## config.mk

```make
export PLATFORM = sky130hd
export DESIGN_NAME = dll_delay_ctrl
export DESIGN_NICKNAME = d
export VERILOG_FILES = /design/src/rtl/dll_delay_ctrl_pkg.sv /design/src/rtl/dll_delay_ctrl_settle_timer.sv /design/src/rtl/dll_delay_ctrl.sv
export SDC_FILE = /design/constraint.sdc
export NUM_CORES = 1
export LEC_CHECK = 0
export CORE_MARGIN = 10
export CORE_UTILIZATION = 62
export CTS_CLUSTER_SIZE = 40
export DETAILED_ROUTE_END_ITERATION = 10
export DONT_BUFFER_PORTS = 1
export PLACE_DENSITY = 0.87
export REMOVE_ABC_BUFFERS = 1
export SYNTH_ARGS = -nofsm -noshare
export SYNTH_HDL_FRONTEND = slang
export SYNTH_SLANG_ARGS = --single-unit
```

## constraint.sdc

```tcl
create_clock -name clk -period 3.2 [get_ports clk]
set_input_delay 0.48 -clock clk [delete_from_list [all_inputs] [get_ports clk]]
set_output_delay 0.48 -clock clk [all_outputs]
set_load 0.05 [all_outputs]
```

## src/rtl/dll_delay_ctrl_pkg.sv

```systemverilog
// dll_pkg: shared types and helpers for the DDC delay-line controller
//   state_t    - controller state (IDLE/SAR/TRACK)
//   dir_t      - last tracking move (NONE/UP/DN)
//   sel_onehot - binary stage select to one-hot T code (truncate to N_STAGES at use)
package dll_pkg;
   localparam int MAX_STAGES = 1024;
   localparam int MAX_SEL_W  = 10;
   typedef enum logic [1:0] {IDLE = 2'd0, SAR = 2'd1, TRACK = 2'd2} state_t;
   typedef enum logic [1:0] {NONE = 2'd0, UP = 2'd1, DN = 2'd2} dir_t;
   function automatic logic [MAX_STAGES-1:0] sel_onehot(input logic [MAX_SEL_W-1:0] s);
      return MAX_STAGES'(1) << s;
   endfunction
endpackage

```

## src/rtl/dll_delay_ctrl_settle_timer.sv

```systemverilog
// dll_settle_timer: loadable down-counter gating phase-detector samples after a sel change
//   clk, rst - clock, synchronous active-high reset
//   load     - reload the counter to LOAD_VAL
//   ready    - count has reached zero
module dll_settle_timer #(
   parameter int LOAD_VAL = 4
) (
   input  logic clk,
   input  logic rst,
   input  logic load,
   output logic ready
);
   logic [3:0] count;
   always_ff @(posedge clk)
      if (rst) count <= '0;
      else if (load) count <= 4'(LOAD_VAL);
      else if (count != '0) count <= count - 4'd1;
   assign ready = count == '0;
endmodule

```

## src/rtl/dll_delay_ctrl.sv

```systemverilog
// dll_delay_ctrl: SAR-then-track turnaround-stage controller for the FMDLL DDC chain
//   clk, rst          - clock, synchronous active-high reset
//   en                - run acquisition/tracking
//   pd_valid/up/dn    - phase detector strobe and request
//   freeze            - hold tracking (only with DLL_DELAY_CTRL_FREEZE_EN defined)
//   sel               - binary turnaround stage
//   t_code/tb_code    - one-hot stage code and its complement
//   busy/locked/sat   - activity, lock, end-of-chain saturation
module dll_delay_ctrl
   import dll_pkg::*;
#(
   parameter int N_STAGES   = 32,
   parameter int SEL_W      = $clog2(N_STAGES),
   parameter int SETTLE_CYC = 4,
   parameter int LOCK_CNT   = 8
) (
   input  logic                clk,
   input  logic                rst,
   input  logic                en,
   input  logic                pd_valid,
   input  logic                pd_up,
   input  logic                pd_dn,
`ifdef DLL_DELAY_CTRL_FREEZE_EN
   input  logic                freeze,
`endif
   output logic [SEL_W-1:0]    sel,
   output logic [N_STAGES-1:0] t_code,
   output logic [N_STAGES-1:0] tb_code,
   output logic                busy,
   output logic                locked,
   output logic                sat
);
   state_t state, state_n;
   dir_t last_dir, dir_n;
   logic [SEL_W-1:0] idx, idx_n, sel_n, mask, trial;
   logic [7:0] lock_cnt, lock_n;
   logic [N_STAGES-1:0] onehot_n;
   logic busy_n, sat_n, load, ready, acc, up_only, dn_only, blk, mv_up, mv_dn, frz;
`ifdef DLL_DELAY_CTRL_FREEZE_EN
   assign frz = freeze;
`else
   assign frz = 1'b0;
`endif
   assign acc     = pd_valid & ready;
   assign up_only = pd_up & ~pd_dn;
   assign dn_only = pd_dn & ~pd_up;
   // SAR trial: drop the bit under test on dn-only, then raise the next lower bit
   assign mask    = SEL_W'(1) << idx;
   assign trial   = (dn_only ? sel & ~mask : sel) | (mask >> 1);
   assign blk     = (up_only && sel == '1) || (dn_only && sel == '0);
   assign mv_up   = up_only & ~blk;
   assign mv_dn   = dn_only & ~blk;
   assign onehot_n = N_STAGES'(sel_onehot(MAX_SEL_W'(sel_n)));
   always_comb begin
      state_n = state;
      sel_n   = sel;
      idx_n   = idx;
      busy_n  = busy;
      sat_n   = sat;
      lock_n  = lock_cnt;
      dir_n   = last_dir;
      load    = 1'b0;
      if (!en) begin
         state_n = IDLE;
         busy_n  = 1'b0;
         sat_n   = 1'b0;
         lock_n  = '0;
         dir_n   = NONE;
      end else if (state == IDLE) begin
         state_n = SAR;
         sel_n   = SEL_W'(N_STAGES / 2);
         idx_n   = SEL_W'(SEL_W - 1);
         busy_n  = 1'b1;
         load    = 1'b1;
      end else if (state == SAR && acc) begin
         sel_n   = trial;
         idx_n   = idx == '0 ? idx : idx - SEL_W'(1);
         state_n = idx == '0 ? TRACK : SAR;
         load    = 1'b1;
      end else if (state == TRACK && acc && !frz) begin
         sel_n  = mv_up ? sel + SEL_W'(1) : mv_dn ? sel - SEL_W'(1) : sel;
         load   = mv_up | mv_dn;
         dir_n  = mv_up ? UP : mv_dn ? DN : last_dir;
         sat_n  = blk;
         // a repeat of the previous direction means the loop is still slewing, not dithering
         lock_n = (blk || (mv_up && last_dir == UP) || (mv_dn && last_dir == DN)) ? '0 :
                  (lock_cnt == 8'(LOCK_CNT)) ? lock_cnt : lock_cnt + 8'd1;
      end
   end
   always_ff @(posedge clk)
      if (rst) begin
         state    <= IDLE;
         sel      <= '0;
         t_code   <= N_STAGES'(1);
         tb_code  <= ~N_STAGES'(1);
         idx      <= '0;
         lock_cnt <= '0;
         last_dir <= NONE;
         busy     <= 1'b0;
         locked   <= 1'b0;
         sat      <= 1'b0;
      end else begin
         state    <= state_n;
         sel      <= sel_n;
         t_code   <= onehot_n;
         tb_code  <= ~onehot_n;
         idx      <= idx_n;
         lock_cnt <= lock_n;
         last_dir <= dir_n;
         busy     <= busy_n;
         locked   <= lock_n == 8'(LOCK_CNT);
         sat      <= sat_n;
      end
   dll_settle_timer #(.LOAD_VAL(SETTLE_CYC)) u_settle (
      .clk   (clk),
      .rst   (rst),
      .load  (load),
      .ready (ready)
   );
endmodule

```

==> impl_metrics.py <==
metrics = {
    "route": {
        "drt_iter0_markers": 398,
        "final_antenna_net_count": 0,
        "drc_errors": 0,
        "drt-total-wl_mm": 9.756,
        "vias": 3242,
        "routed_via_density": 6.603,
        "wl_per_cell_um": 19.87,
        "first_pass_iters": 6,
    },
    "cells_and_area": {
        "syn2layout_area_growth_pct": 7.607,
        "drive_gt1_share_pct": 12.74,
        "fill_cells": 458,
        "antenna_cells": 0,
        "fin_nets": 426,
    },
    "floorplan": {
        "pin_count": 78,
        "start_util_pct": 64.24,
        "dieArea_um2": 9759,
        "row_count": 28,
        "die_y_um": 98.79,
        "coreArea_um2": 5991,
        "die_x_um": 98.79,
    },
    "synthesis": {
        "synth_top_family_by_area": "simple AND/OR/NAND/NOR gates",
        "synth_area_um2": 3849,
        "synth_cell_types": 69,
        "muxShareOfSynthArea_pct": 1.105,
        "synth-compound-area-share_pct": 14.82,
        "ys_warn_count": 0,
        "synth-adder-area-share_pct": 2.926,
        "synth_top_area_cell": "dfxtp_1",
        "post-synth-top-area-fraction_pct": 48.37,
        "yosys_register_bits": 93,
        "ys_seq_area_share_pct": 48.37,
        "ys_top_cells_by_area": "dfxtp_1, nor2_1, ha_1",
        "synth_most_common_cell": "dfxtp_1",
        "synthCells": 404,
        "synth-simple-area-share_pct": 26.85,
        "syn-mean-instance-area_um2": 9.526,
        "synth-edff-count": 0,
        "synthXorXnorAreaFrac_pct": 1.593,
        "synthTopCellsByCount": "dfxtp_1, nor2_1, nand3_1",
        "ys_async_sr_fraction_pct": 0,
        "synth_ff_type": "dfxtp_1",
    },
    "clock_tree": {
        "post_cts_buffers": 0,
        "clock-root-buffer": "clkbuf_8",
        "clk_latency_ps": 370,
        "ctsResizeCount": 0,
        "clockBufferDepth": 2,
        "clk_pin_slew_ps": 90,
        "htreeDepth": 3,
        "cts_tree": "yes",
        "hold_buffers": 0,
        "cts_made_buffers": 9,
        "cts_sinks": 93,
    },
    "worst_setup_path": {
        "worstPathArrival_ps": 3260,
        "rr_startpoint": "sel[0]$_SDFF_PP0_",
        "critPathBufInv": 0,
        "startpoint_type": "flop",
        "cp-startpoint": "sel[0]$_SDFF_PP0_",
        "max_stage_delay_ps": 530,
        "crit_type": "flop to flop",
        "slowest_stage": "or3b_2",
        "path_delay_family": "simple AND/OR/NAND/NOR gates",
        "path_max_fanout": 16,
        "worstSetupEndpointType": "flop",
        "cpMostUsedCell": "ha_1",
        "cp.required_ps": 3450,
        "path_cells": "ha_1 -> and3_1 -> ha_1 -> or3b_2 -> o311a_1 -> a31oi_4 -> nand3_2 -> or4_1",
    },
    "global_route": {
        "grt_max_degree": 19,
        "grt_antenna_before_repair": 0,
        "grt.overflow.total": 0,
        "track_usage_pct": 19.56,
        "grt_pass1_wl_mm": 15.72,
        "grt_pass1_vias": 2946,
    },
    "timing": {
        "finalSetupTns_ps": 0,
        "fin_skew_ps": 12.04,
        "fin_crit_sh_pct": 94.06,
        "slew_violations": 0,
        "finalHoldViolCount": 0,
        "clock.fmax_mhz": 332.3,
        "min_period_ps": 3010,
        "relSlewSlack_pct": 56.36,
        "setup_viol": 0,
        "worstMarginPinSlew_ps": 645.5,
        "rsz0062_at_grt": "false",
    },
    "place": {
        "place.gp.congestion": 0.9326,
        "dp_hpwl_mm": 7.123,
        "portBuffers": 0,
    },
    "power_and_ir_drop": {
        "powerDensity_nw_per_um2": 518.6,
        "fin_total_pwr_w": 0.002148,
        "peakVddDrop_mv": 0.4646,
        "power.static_leakage_nw": 1.545,
    },
    "hold_path": {
        "hold_path_startpoint": "rst",
        "min_path_type": "primary input to flop",
    },
    "run": {
        "cap_violations": 0,
    },
    "run_status": {
        "run_status": "finished, final reports clean",
    },
}
[logic make-up (layout without fill, tap and decap cells)]
family,after synthesis,count (layout)
multiplexers,4,4
flip-flops,93,93
AO/OA/AOI/OAI,74,74
buffers and inverters,37,49
AND/OR/NAND/NOR,180,180
XOR/XNOR,7,7
adder cells (fa/ha/maj),9,9
[state kept, by name (all words and copies together) (netlist names)]
signal and count:
t_code 32, tb_code 32, lock_cnt 8, idx 5, sel 5, u_settle.count 4, last_dir 2, state 2
busy 1, locked 1, sat 1
[cell usage in the layout, fill, tap and decap left out, drive strengths merged, types with 3 or more instances in the layout]
cell    synthesis  routed
nor4b           4       4
nand3          21      21
ha              9       9
nor2b           6       6
inv            15      18
o211a           3       3
buf            10      18
a22oi           3       3
clkbuf         12      10
a211oi          3       3
xor2            4       4
or3             4       4
or4             8       8
nor3           12      12
nand4          16      16
a311oi          4       4
o22ai           3       3
nor4           18      18
nor2           38      38
dfxtp          93      93
and2            3       3
a21oi          21      21
and3           18      18
xnor2           3       3
nand2          16      16
or2             3       3
o21ai          14      14
[final cells by class]
type	instances	area [um^2]	share of cell area [%]
clock buffers	10	127.6	3.082
clock inverters	6	46.29	1.118
inverters	15	56.30	1.360
multi-input cells	274	1821	43.96
flip-flops and latches	93	1862	44.95
well taps	75	93.84	2.266
repair buffers	18	135.1	3.263
[final timing paths]
kind / endpoint / slack, ps / cells after the start
worst max-delay path: tb_code[25]$_SDFF_PP1_ / 190 / 8
worst min-delay path: idx[2]$_SDFFE_PP0P_ / 170 / 1
worst max register to register: tb_code[25]$_SDFF_PP1_ / 190 / 8
worst min register to register: u_settle.count[1]$_SDFFE_PP0P_ / 490 / 2
[through the flow]
stage          std cells  setup WS (ps)  utilization (%)  cell area (um^2)  hold WS, ps
2_1_floorplan        382          28.03                -              3739        450.3
3_3_place_gp         475          288.6            66.23              3968        460.4
3_5_place_dp         475          265.5            66.23              3968        479.7
4_1_cts              491          246.8            69.13              4141        161.9
5_1_grt              491          49.35            69.13              4141        155.8
6_report             491          190.2            69.13              4141        170.4
[routing by layer]
metal  share of wire [%]  vias up  GRT usage [%]
met2                  45      172          29.01
met4                 2.7        0          10.03
li1                    -     1517              -
met5                   0        -              0
met1                  42     1526          23.98
met3                  11       27          7.612
[where the power goes]
part	switching, W	internal, W
Sequential	0.0000445	0.00118
Combinational	0.000140	0.0000829
Clock	0.000412	0.000289
Total	0.000597	0.00155
No activity file was read; power rests on OpenSTA's default activity.
